[config.mk]
export PLATFORM = sky130hd
export DESIGN_NAME = zet_wb_arbiter
export DESIGN_NICKNAME = d
export VERILOG_FILES = /design/src/rtl/zet_wb_arbiter.sv
export SDC_FILE = /design/constraint.sdc
export NUM_CORES = 1
export LEC_CHECK = 0
export BUFFER_PORTS_ARGS = -buffer_cell sky130_fd_sc_hd__buf_2
export CAP_MARGIN = 20
export CORE_MARGIN = 3
export CORE_UTILIZATION = 37
export CTS_BUF_LIST = sky130_fd_sc_hd__clkbuf_4
export DETAILED_ROUTE_END_ITERATION = 12
export GPL_ROUTABILITY_DRIVEN = 1
export PLACE_DENSITY_LB_ADDON = 0.08
export SLEW_MARGIN = 20
export SYNTH_ARGS = -nofsm -noshare
export SYNTH_HDL_FRONTEND = slang
export SYNTH_SLANG_ARGS = --single-unit
[constraint.sdc]
create_clock -name clk_i -period 6.5 [get_ports clk_i]
set_input_delay 0.325 -clock clk_i [delete_from_list [all_inputs] [get_ports clk_i]]
set_output_delay 0.325 -clock clk_i [all_outputs]
set_load 0.02 [all_outputs]
[src/rtl/zet_wb_arbiter.sv]
// Two-master Wishbone arbiter for the Zet core: exec has priority, fetch is protected
// from starvation, and a watchdog terminates transfers the slave never acknowledges.
module zet_wb_arbiter #(
    parameter int unsigned STARVE_MAX = 4,
    parameter int unsigned TIMEOUT    = 255
) (
    input  logic        clk_i,
    input  logic        rst_i,
    // fetch master
    input  logic [19:1] wbf_adr_i,
    input  logic [1:0]  wbf_sel_i,
    input  logic        wbf_cyc_i,
    input  logic        wbf_stb_i,
    output logic [15:0] wbf_dat_o,
    output logic        wbf_ack_o,
    // exec master
    input  logic [19:1] wbe_adr_i,
    input  logic [15:0] wbe_dat_i,
    input  logic        wbe_we_i,
    input  logic        wbe_tga_i,
    input  logic [1:0]  wbe_sel_i,
    input  logic        wbe_cyc_i,
    input  logic        wbe_stb_i,
    output logic [15:0] wbe_dat_o,
    output logic        wbe_ack_o,
    // system bus
    input  logic [15:0] wb_dat_i,
    input  logic        wb_ack_i,
    output logic [15:0] wb_dat_o,
    output logic [19:1] wb_adr_o,
    output logic        wb_we_o,
    output logic        wb_tga_o,
    output logic [1:0]  wb_sel_o,
    output logic        wb_cyc_o,
    output logic        wb_stb_o,
    output logic        to_err_o
);

    localparam logic [3:0]  STARVE_LIM = 4'(STARVE_MAX);
    localparam bit          TO_EN      = (TIMEOUT != 0);
    localparam logic [15:0] TO_LAST    = TO_EN ? 16'(TIMEOUT - 1) : 16'd0;

    typedef enum logic [1:0] {IDLE, FETCH, EXEC} state_t;

    state_t      state_reg, state_next;
    logic [3:0]  starve_cnt_reg, starve_cnt_next;
    logic [15:0] to_cnt_reg, to_cnt_next;
    logic        to_err_reg;
    logic [19:1] adr_reg, adr_next;
    logic [1:0]  sel_reg, sel_next;
    logic [15:0] dat_reg, dat_next;
    logic        we_reg, we_next;
    logic        tga_reg, tga_next;

    logic req_f, req_e, granted, to_hit, done;

    assign req_f   = wbf_cyc_i & wbf_stb_i;
    assign req_e   = wbe_cyc_i & wbe_stb_i;
    assign granted = (state_reg != IDLE);
    assign to_hit  = TO_EN & granted & (to_cnt_reg == TO_LAST) & ~wb_ack_i;
    assign done    = wb_ack_i | to_hit;

    always_comb begin
        state_next      = state_reg;
        starve_cnt_next = starve_cnt_reg;
        to_cnt_next     = to_cnt_reg;
        adr_next        = adr_reg;
        sel_next        = sel_reg;
        dat_next        = dat_reg;
        we_next         = we_reg;
        tga_next        = tga_reg;
        case (state_reg)
            IDLE: begin
                if (req_e && !(req_f && starve_cnt_reg == STARVE_LIM)) begin
                    state_next  = EXEC;
                    to_cnt_next = 16'd0;
                    adr_next    = wbe_adr_i;
                    sel_next    = wbe_sel_i;
                    dat_next    = wbe_dat_i;
                    we_next     = wbe_we_i;
                    tga_next    = wbe_tga_i;
                    if (!req_f)
                        starve_cnt_next = 4'd0;
                    else if (starve_cnt_reg < STARVE_LIM)
                        starve_cnt_next = starve_cnt_reg + 4'd1;
                end else if (req_f) begin
                    state_next      = FETCH;
                    to_cnt_next     = 16'd0;
                    starve_cnt_next = 4'd0;
                    adr_next        = wbf_adr_i;
                    sel_next        = wbf_sel_i;
                    dat_next        = 16'd0;
                    we_next         = 1'b0;
                    tga_next        = 1'b0;
                end else begin
                    starve_cnt_next = 4'd0;
                end
            end
            FETCH: begin
                // A dropped cyc is an abort: release the bus without acking.
                if (done || !wbf_cyc_i) begin
                    state_next = IDLE;
                end else begin
                    to_cnt_next = to_cnt_reg + 16'd1;
                    adr_next    = wbf_adr_i;
                    sel_next    = wbf_sel_i;
                end
            end
            EXEC: begin
                if (done || !wbe_cyc_i) begin
                    state_next = IDLE;
                end else begin
                    to_cnt_next = to_cnt_reg + 16'd1;
                    adr_next    = wbe_adr_i;
                    sel_next    = wbe_sel_i;
                    dat_next    = wbe_dat_i;
                    we_next     = wbe_we_i;
                    tga_next    = wbe_tga_i;
                end
            end
            default: state_next = IDLE;
        endcase
    end

    always_ff @(posedge clk_i or negedge rst_i) begin
        if (!rst_i) begin
            state_reg      <= IDLE;
            starve_cnt_reg <= 4'd0;
            to_cnt_reg     <= 16'd0;
            to_err_reg     <= 1'b0;
            adr_reg        <= '0;
            sel_reg        <= 2'b00;
            dat_reg        <= 16'd0;
            we_reg         <= 1'b0;
            tga_reg        <= 1'b0;
        end else begin
            state_reg      <= state_next;
            starve_cnt_reg <= starve_cnt_next;
            to_cnt_reg     <= to_cnt_next;
            to_err_reg     <= to_hit;
            adr_reg        <= adr_next;
            sel_reg        <= sel_next;
            dat_reg        <= dat_next;
            we_reg         <= we_next;
            tga_reg        <= tga_next;
        end
    end

    assign wb_cyc_o  = granted;
    assign wb_stb_o  = granted;
    assign wb_adr_o  = adr_reg;
    assign wb_sel_o  = sel_reg;
    assign wb_dat_o  = dat_reg;
    assign wb_we_o   = we_reg;
    assign wb_tga_o  = tga_reg;
    assign to_err_o  = to_err_reg;

    assign wbf_ack_o = (state_reg == FETCH) & done;
    assign wbe_ack_o = (state_reg == EXEC) & done;
    // A watchdog-terminated read returns all ones to the master it was granted to.
    assign wbf_dat_o = ((state_reg == FETCH) && to_hit) ? 16'hFFFF : wb_dat_i;
    assign wbe_dat_o = ((state_reg == EXEC) && to_hit) ? 16'hFFFF : wb_dat_i;

endmodule

==> results of run 1 <==
Yosys cell counts, types with 2 or more instances:
cell       n  area share
o31ai_1    2      0.0038
dfrtp_1   62        0.39
inv_1     29       0.028
and3_1     3      0.0047
o21ai_0   16       0.020
o41ai_1    4      0.0089
nand3b_1   4      0.0076
buf_6      6       0.017
o311ai_0   2      0.0044
nor3_1     3      0.0038
nand3_1   14       0.018
o211ai_1   4      0.0076
nand2b_1   4      0.0063
or4_1      2      0.0038
and2_1     2      0.0032
buf_4      2      0.0038
o221ai_1   3      0.0066
nor4_1     2      0.0032
a21oi_1   22       0.028
a22o_1     5       0.011
ha_1       8       0.025
or2_2     33       0.052
mux2i_1   39       0.099
nor2_1    13       0.012
a22oi_1    2      0.0038
mux2_2    21       0.060
nand2_1   37       0.035
or3_1      4      0.0063
clkbuf_1  16       0.015
and3_2     2      0.0038
a221oi_1  21       0.046
nand4_1    5      0.0079
worst max-delay path by stage:
stage	startpoint	end	slack, ns	cells after the start
after floorplan	state_reg[0]$_DFFE_PN0P_	wbe_dat_o[10]	4.12	8
after global placement	state_reg[0]$_DFFE_PN0P_	wb_adr_o[14]$_DFFE_PN0P_	3.03	7
after detailed placement	state_reg[0]$_DFFE_PN0P_	wb_adr_o[4]$_DFFE_PN0P_	2.90	7
after CTS	state_reg[0]$_DFFE_PN0P_	wb_sel_o[1]$_DFFE_PN0P_	2.86	7
after global routing	state_reg[0]$_DFFE_PN0P_	to_cnt_reg[8]$_DFFE_PN0P_	2.79	7
final	state_reg[0]$_DFFE_PN0P_	to_cnt_reg[5]$_DFFE_PN0P_	3.11	7
kinds of logic after synthesis:
group / count (synthesis) / share of synthesized area
compound gates: 88 / 0.1597
xor+xnor: 1 / 0.002213
fa+ha+maj: 8 / 0.02529
buf+inv: 56 / 0.07682
flops: 62 / 0.3920
mux: 60 / 0.1584
simple gates: 134 / 0.1856
metal layers:
metal / vias to the layer above / global-route usage / share of wire
met5: - / 0 / 0
met2: 138 / 0.2733 / 0.46
li1: 1777 / - / -
met3: 14 / 0.03406 / 0.074
met1: 1723 / 0.2392 / 0.45
met4: 0 / 0.07836 / 0.018
critical path, stage by stage (launching register included):
cell and delay, ns:
dfrtp_1 0.42, inv_1 0.11, ha_1 0.78, inv_1 0.36
a21o_1 0.25, nand3_1 0.56, or2_1 0.52, o311ai_0 0.24
power by group through the flow:
stage	clock network, mW	registers, mW	logic, mW
final	0.228	0.648	1.19
after global routing	0.258	0.673	1.32
after CTS	0.242	0.649	1.20
after detailed placement	0	0.655	1.20
after global placement	0	0.655	1.17
after floorplan	0	0.755	0.834
placed cells by master, fill, tap and decap left out, types with 2 or more instances in the layout:
master	synthesis	final
nand4_1	5	5
o211ai_1	4	4
nor3_1	3	3
and3_1	3	3
mux2_2	21	21
a22o_1	5	5
nand3b_1	4	4
dfrtp_1	62	62
nand2_1	37	37
buf_4	2	5
a221oi_1	21	21
nor4_1	2	2
nand2b_1	4	4
clkinvlp_4	0	3
clkinv_2	0	3
a21oi_1	22	22
o311ai_0	2	2
or3_1	4	4
inv_1	29	29
clkbuf_4	0	9
o41ai_1	4	4
and3_2	2	2
mux2i_1	39	39
or2_2	33	33
buf_2	0	158
or4_1	2	2
o221ai_1	3	3
ha_1	8	8
and2_1	2	2
o21ai_0	16	16
nor2_1	13	12
o31ai_1	2	2
a22oi_1	2	2
nand3_1	14	14
cell type report:
class	instances	area, µm²
repair buffers	163	828.3
fillers	1029	5483
clock buffers	9	67.56
well taps	136	170.2
inverters	29	108.9
flip-flops and latches	62	1551
clock inverters	7	41.29
multi-input cells	291	2120
==> impl_metrics.csv, run 1 <==
group,metric,value,unit
logic_synthesis,ys_warn_count,0,
logic_synthesis,async_flop_share,1.000,
setup_path,cp.arrival,3.64,ns
detailed_routing,drtIter0Drc,171,
sta,timing.fmax,295.4,MHz
layout,final_cells,697,
logic_synthesis,syn_nets,500,
detailed_routing,via_per_inst,5.240,
sta,hold_viol,0,
setup_path,startpoint_type,"flip-flop",
pwr,netSwitchingPower,976.9,µW
outcome,outcome,"completed",
floorplan,ioPinCount,159,
clocking,htree_levels,3,
sta,fin_crit_sh,0.5209,
layout,design_area,0.004887,mm²
global_routing,grt_max_degree,63,
global_routing,antenna_found_initial,0,
setup_path,r2r-start,"state_reg[0]$_DFFE_PN0P_",
setup_path,ff2ff_path_depth,7,
sta,finalSetupViolCount,0,
logic_synthesis,synthCells,409,
detailed_routing,ant_nets,0,
place,gp_congestion,0.8351,
pwr,combPwrFrac,0.576,
layout,largest_register_ffs,19,
clocking,hold_buffers,0,
layout,fin_nets,647,
pwr,netSwitchingFraction,0.4728,
clocking,cts_root_buffer,"clkbuf_4",
detailed_routing,drc,0,
layout,fin_util,0.4713,
clocking,insertion_delay,0.42,ns
detailed_routing,first_pass_iters,4,
pwr,ir_worst_vdd,0.2074,mV
layout,insertedDiodeCount,0,
place,port_buffers,158,
pwr,powerDensity,422.8,mW/mm²
sta,worst_pin_slew,1.055,ns
setup_path,crit_required,6.76,ns
sta,max-slew-margin-rel,0.2968,
logic_synthesis,yosysSeqAreaShare,0.3920,
layout,layout-drive-gt1-share,0.4296,
setup_path,cp-end-kind,"flip-flop",
clocking,cts_setup_buffers,0,
place,dp_cells,681,
layout,area_delta_synth_final,23.49,%
pwr,p_leak,2.440,nW
sta,fin_setup_tns,0,ns
clocking,cts-buffers-inserted,9,
global_routing,overflow,0,
sta,setup_ws,3.114,ns
logic_synthesis,ys_seq_elements,62,
floorplan,dieWidth,109.4,µm
place,hpwl,7.443,mm
floorplan,die_h,109.4,µm
floorplan,rows,37,
setup_path,regToRegEndpoint,"to_cnt_reg[5]$_DFFE_PN0P_",
detailed_routing,vias,3652,
global_routing,grt_pass1_vias,3374,
logic_synthesis,synth_edf_count,0,
clocking,cts_tree,"yes",
detailed_routing,wire_per_inst,14.94,µm
setup_path,r2r_setup_slack,3.11,ns
min_path,hp-class,"input pin to async pin",
logic_synthesis,netlist_area,0.003958,mm²
clocking,postCtsResizedCells,0,
setup_path,critPathKind,"flip-flop to flip-flop",
detailed_routing,routed_wl,10.41,mm
pwr,p_total,2.066,mW
pwr,pwr-share-clk,0.110,
global_routing,grt.total_usage,0.1764,
place,dp_slack,2.903,ns
logic_synthesis,syn_avg_cell_area,9.676,µm²
pwr,sequentialPowerShare,0.314,
setup_path,worstPathMaxFanout,24,
sta,grt_setup_unrepaired,"no",
floorplan,fp.dieArea,0.01197,mm²
sta,holdWs,0.07365,ns
run,maxCapViolations,0,
floorplan,initial_core_util,0.3816,
clocking,clock_path_buffers,2,
logic_synthesis,synthFlopType,"dfrtp_1",
place,place_area,0.004773,mm²
logic_synthesis,ys_types,49,
sta,slew_violations,0,
clocking,cts_sinks,62,
global_routing,grt_pass1_wl,16.64,mm
clocking,clk_pin_slew_worst_paths,0.12,ns
sta,skew,0.01820,ns
sta,fin_crit,3.386,ns
pwr,internal_power,1.089,mW
floorplan,coreArea,0.01037,mm²
Power figures use the tool's default switching activity.
==> inputs of run 2 (changes only) <==
==> constraint.sdc (replaced) <==
create_clock -name clk_i -period 3.2 [get_ports clk_i]
set_input_delay 0.16 -clock clk_i [delete_from_list [all_inputs] [get_ports clk_i]]
set_output_delay 0.16 -clock clk_i [all_outputs]
set_load 0.02 [all_outputs]
==> run 2 against run 1 <==
Compared with the run above:
- highest routed layer unchanged
- critical endpoint is now wbf_dat_o[10]
- cell count grew 3.7%
- routed wire length grew 2.7%
- die area is the same
==> impl_metrics.csv, run 2 (synthesis results as in run 1) <==
group,metric,value,unit
outcome,outcome,"completed",
sta,hold_viol,0,
sta,worst_pin_slew,0.5785,ns
floorplan,initial_core_util,0.3816,
setup_path,cp.arrival,2.49,ns
clocking,htree_levels,3,
sta,max-slew-margin-rel,0.6120,
setup_path,cp-end-kind,"output pin",
setup_path,cp_cell_sequence,"inv_1 > ha_1 > inv_1 > nand4_1 > nor4_1 > buf_4 > or2_2 > buf_2",
layout,final_cells,723,
detailed_routing,first_pass_iters,4,
sta,setup_ws,0.5465,ns
floorplan,rows,37,
pwr,powerDensity,846.1,mW/mm²
setup_path,startpoint_type,"flip-flop",
setup_path,worstPathMaxFanout,16,
detailed_routing,ant_nets,0,
clocking,clock_path_buffers,2,
global_routing,overflow,0,
global_routing,grt_max_degree,45,
setup_path,crit_top_cell,"inv_1",
layout,design_area,0.005160,mm²
sta,skew,0.01154,ns
layout,insertedDiodeCount,0,
clocking,insertion_delay,0.41,ns
run,maxCapViolations,0,
place,place_area,0.004838,mm²
pwr,ir_worst_vdd,0.4148,mV
clocking,cts-buffers-inserted,9,
clocking,cts_root_buffer,"clkbuf_4",
floorplan,die_h,109.4,µm
layout,largest_register_ffs,19,
floorplan,coreArea,0.01037,mm²
layout,layout_commonest_cell,"buf_2",
global_routing,grt_pass1_wl,16.95,mm
sta,timing.fmax,376.9,MHz
layout,area_delta_synth_final,30.38,%
layout,layout_common_cells,"158 x buf_2, 62 x dfrtp_1, 39 x mux2i_1, 37 x nand2_1, 33 x or2_2",
detailed_routing,routed_wl,10.70,mm
detailed_routing,vias,3728,
floorplan,ioPinCount,159,
layout,fin_nets,674,
sta,fin_crit_sh,0.8292,
pwr,p_leak,2.572,nW
min_path,hp-class,"input pin to flip-flop",
clocking,cts_setup_buffers,0,
place,gp_congestion,0.7763,
sta,fin_crit,2.653,ns
clocking,cts_sinks,62,
sta,fin_setup_tns,0,ns
setup_path,critical_path.slowest_cell,"dfrtp_1",
place,port_buffers,158,
setup_path,cp_slowest_stage_delay,0.39,ns
detailed_routing,drc,0,
global_routing,antenna_found_initial,0,
sta,slew_violations,0,
detailed_routing,via_per_inst,5.156,
place,hpwl,7.703,mm
place,dp_slack,0.7337,ns
min_path,min_from,"wbf_adr_i[1]",
setup_path,r2r-start,"state_reg[0]$_DFFE_PN0P_",
clocking,cts_tree,"yes",
global_routing,grt.total_usage,0.1775,
floorplan,dieWidth,109.4,µm
clocking,clk_pin_slew_worst_paths,0.11,ns
setup_path,crit_path_start,"state_reg[0]$_DFFE_PN0P_",
detailed_routing,wire_per_inst,14.79,µm
setup_path,critPathKind,"flip-flop to output pin",
layout,layout-drive-gt1-share,0.4174,
sta,finalSetupViolCount,0,
sta,grt_setup_unrepaired,"no",
floorplan,fp.dieArea,0.01197,mm²
setup_path,crit_required,3.04,ns
setup_path,critPathTopFamily,"buffers and inverters",
pwr,p_total,4.366,mW
global_routing,grt_pass1_vias,3535,
place,dp_cells,688,
setup_path,worst-path-buf-inv,4,
detailed_routing,drtIter0Drc,166,
==> run 2: cell count changes in the layout (fill, tap and decap cells not counted) <==
cell and change:
dlygate4sd3_1 +20, buf_4 +6, clkinv_1 +2, clkinv_2 -2, clkinvlp_4 -2, buf_12 +1, bufinv_16 +1, nor2_2 +1
nor2_4 -1
==> run 2: path summary, 6_finish.rpt <==
check	endpoint	slack (ns)	depth (start not counted)
min reg2reg	wb_adr_o[10]$_DFFE_PN0P_	0.52	1
max reg2reg	wb_adr_o[3]$_DFFE_PN0P_	0.76	9
min	wb_adr_o[1]$_DFFE_PN0P_	0.18	4
min in group asynchronous	to_cnt_reg[11]$_DFFE_PN0P_	0.26	2
max	wbf_dat_o[10]	0.55	8
max in group asynchronous	wb_adr_o[5]$_DFFE_PN0P_	2.02	3
==> run 2: routing by layer <==
metal | up-vias | wire, µm | GRT usage
li1 | 1826 | - | -
met1 | 1764 | 4865 | 0.2382
met5 | - | 0 | 0
met3 | 11 | 724 | 0.03993
met2 | 127 | 4960 | 0.2829
met4 | 0 | 145 | 0.06055
==> run 2: final cells by class <==
| type | count | area, µm² |
|---|---|---|
| clock inverter | 6 | 53.80 |
| clock buffer | 9 | 67.56 |
| multi-input combinational | 291 | 2115 |
| inverter | 29 | 108.9 |
| timing repair buffer | 190 | 1094 |
| tap | 136 | 170.2 |
| sequential | 62 | 1551 |
| fill | 993 | 5210 |
==> run 2: worst register-to-register path, delay by kind of cell (launching register included) <==
family | cells | cell delay [ns]
buf+inv | 3 | 0.53
simple gates | 3 | 0.46
fa+ha+maj | 1 | 0.31
flops | 1 | 0.39
mux | 1 | 0.31
compound gates | 1 | 0.35
==> run 2: power breakdown <==
| part | leakage [nW] | switching, mW | internal (mW) | total [mW] |
|---|---|---|---|---|
| clock | 0.0643 | 0.293 | 0.225 | 0.518 |
| sequential | 0.802 | 0.245 | 1.09 | 1.33 |
| combinational | 1.71 | 1.46 | 1.06 | 2.52 |
| total | 2.57 | 2.00 | 2.37 | 4.37 |
==> run 2: timing repair <==
action	in CTS	in global routing
resized for setup	0	0
endpoints found under the hold margin	41	0
hold buffers	20	0
==> run 2: stage by stage <==
stage / util / hold WS, ns
after floorplan: - / -0.1356
after global placement: 0.4666 / 0.1847
after detailed placement: 0.4666 / 0.1864
after CTS: 0.4976 / 0.1625
after global routing: 0.4976 / 0.1670
final: 0.4976 / 0.1765
==> inputs of run 3 (changes only) <==
==> constraint.sdc (replaced) <==
create_clock -name clk_i -period 2.6 [get_ports clk_i]
set_input_delay 0.13 -clock clk_i [delete_from_list [all_inputs] [get_ports clk_i]]
set_output_delay 0.13 -clock clk_i [all_outputs]
set_load 0.02 [all_outputs]
==> run 3 against run 2 <==
Compared with the run above:
- sequential power is 23% higher
- first-iteration DRC count rose by 24%
- die area stayed put
- clock-buffer cell count unchanged
- largest power group unchanged
==> impl_metrics.csv, run 3 (synthesis results as in run 1) <==
group,metric,value,unit
setup_path,cp.arrival,2.26,ns
setup_path,critPathKind,"flip-flop to output pin",
floorplan,coreArea,0.01037,mm²
setup_path,startpoint_type,"flip-flop",
clocking,clock_path_buffers,2,
setup_path,crit_required,2.47,ns
floorplan,die_h,109.4,µm
clocking,cts_tree,"yes",
layout,fin_nets,678,
place,dp_cells,692,
sta,max-slew-margin-rel,0.4128,
place,port_buffers,158,
detailed_routing,vias,3734,
layout,area_delta_synth_final,31.14,%
layout,multi_input_area,0.002127,mm²
layout,layout-drive-gt1-share,0.4247,
sta,worst_pin_slew,0.8807,ns
layout,layout_common_cells,"158 x buf_2, 62 x dfrtp_1, 39 x mux2i_1, 37 x nand2_1, 33 x or2_2",
detailed_routing,routed_wl,10.45,mm
pwr,p_leak,2.585,nW
detailed_routing,via_per_inst,5.136,
setup_path,worstPathMaxFanout,16,
sta,fin_crit,2.392,ns
global_routing,grt_pass1_vias,3563,
clocking,cts_sinks,62,
clocking,clk_pin_slew_worst_paths,0.11,ns
detailed_routing,drc,0,
detailed_routing,first_pass_iters,4,
sta,slew_violations,0,
outcome,outcome,"completed",
global_routing,top_usage_layer,"met2",
global_routing,met2_usage,0.2912,
floorplan,dieWidth,109.4,µm
run,maxCapViolations,0,
sta,skew,0.009455,ns
place,gp_congestion,0.8092,
global_routing,grt_pass1_wl,16.59,mm
floorplan,rows,37,
floorplan,ioPinCount,159,
clocking,insertion_delay,0.39,ns
clocking,cts_setup_buffers,0,
place,hpwl,7.596,mm
pwr,ir_worst_vdd,0.4424,mV
layout,fin_util,0.5005,
floorplan,fp.dieArea,0.01197,mm²
sta,finalSetupViolCount,0,
sta,timing.fmax,418.1,MHz
detailed_routing,ant_nets,0,
min_path,hp-class,"input pin to flip-flop",
global_routing,grt_util_met3,0.03582,
clocking,cts_root_buffer,"clkbuf_4",
layout,insertedDiodeCount,0,
sta,fin_crit_sh,0.9199,
global_routing,grt_max_degree,41,
pwr,powerDensity,1030,mW/mm²
clocking,htree_levels,3,
detailed_routing,wire_per_inst,14.38,µm
global_routing,antenna_found_initial,0,
detailed_routing,drtIter0Drc,206,
sta,fin_setup_tns,0,ns
setup_path,cp-end-kind,"output pin",
sta,hold_viol,0,
setup_path,r2r_setup_slack,0.23,ns
floorplan,initial_core_util,0.3816,
layout,layout_commonest_cell,"buf_2",
global_routing,grt.met1_usage,0.2244,
sta,holdWs,0.1707,ns
layout,largest_register_ffs,19,
layout,fillers,1002,
global_routing,overflow,0,
clocking,cts-buffers-inserted,9,
layout,final_cells,727,
layout,area.sequential,0.001551,mm²
global_routing,grt.total_usage,0.1738,
## run 3: cell types whose count changed in the layout (fill, tap and decap cells not counted), sizes merged
cell / previous run / this run
buf: 170 / 174
## run 3: worst max-delay path: stages, from the launching register on
cell	delay, ns
dfrtp_1	0.43
inv_1	0.09
ha_1	0.15
nor4b_4	0.25
nand4_2	0.19
nor4_1	0.22
buf_4	0.23
or2_2	0.14
buf_2	0.16
## run 3: routing by layer
| metal | part of all wire | vias to the layer above |
|---|---|---|
| met3 | 0.073 | 9 |
| met5 | 0 | - |
| li1 | - | 1837 |
| met4 | 0.012 | 0 |
| met1 | 0.44 | 1755 |
| met2 | 0.47 | 133 |
## run 3: worst paths after layout
path	startpoint	endpoint	cells past startpoint
min in group asynchronous	rst_i	to_cnt_reg[3]$_DFFE_PN0P_	2
max in group asynchronous	rst_i	wb_adr_o[5]$_DFFE_PN0P_	3
worst max register to register	state_reg[0]$_DFFE_PN0P_	to_cnt_reg[5]$_DFFE_PN0P_	7
worst min register to register	wb_sel_o[0]$_DFFE_PN0P_	wb_sel_o[0]$_DFFE_PN0P_	1
worst min-delay path	wbe_adr_i[3]	wb_adr_o[3]$_DFFE_PN0P_	4
worst max-delay path	to_cnt_reg[0]$_DFFE_PN0P_	wbe_dat_o[8]	8
## run 3: repair_timing
item                                    CTS  global route
hold endpoints to repair                 57             0
resized for setup                         0             2
hold buffers                             20             0
endpoints found under the setup margin    0            31
## run 3: layout make-up
class | count | share of cell area
Tap cell | 136 | 0.03279
Clock buffer | 9 | 0.01302
Multi-Input combinational cell | 291 | 0.4098
Sequential cell | 62 | 0.2989
Timing Repair Buffer | 194 | 0.2141
Inverter | 29 | 0.02097
Clock inverter | 6 | 0.01037
## run 3: power breakdown
group          switching, mW  leakage, nW  internal (mW)  total, mW
combinational           1.79         1.72           1.29       3.08
sequential             0.302        0.802           1.34       1.64
clock                  0.347       0.0643          0.277      0.624
total                   2.44         2.59           2.91       5.35
## run 3: through the flow
step	setup slack [ns]	area [µm²]	power [mW]
detailed placement	0.04844	4856	4.739
floorplan	0.4105	3958	3.973
global placement	0.1126	4856	4.695
global route	-0.03262	5190	5.823
CTS	0.04418	5177	5.399
finish	0.2083	5190	5.347
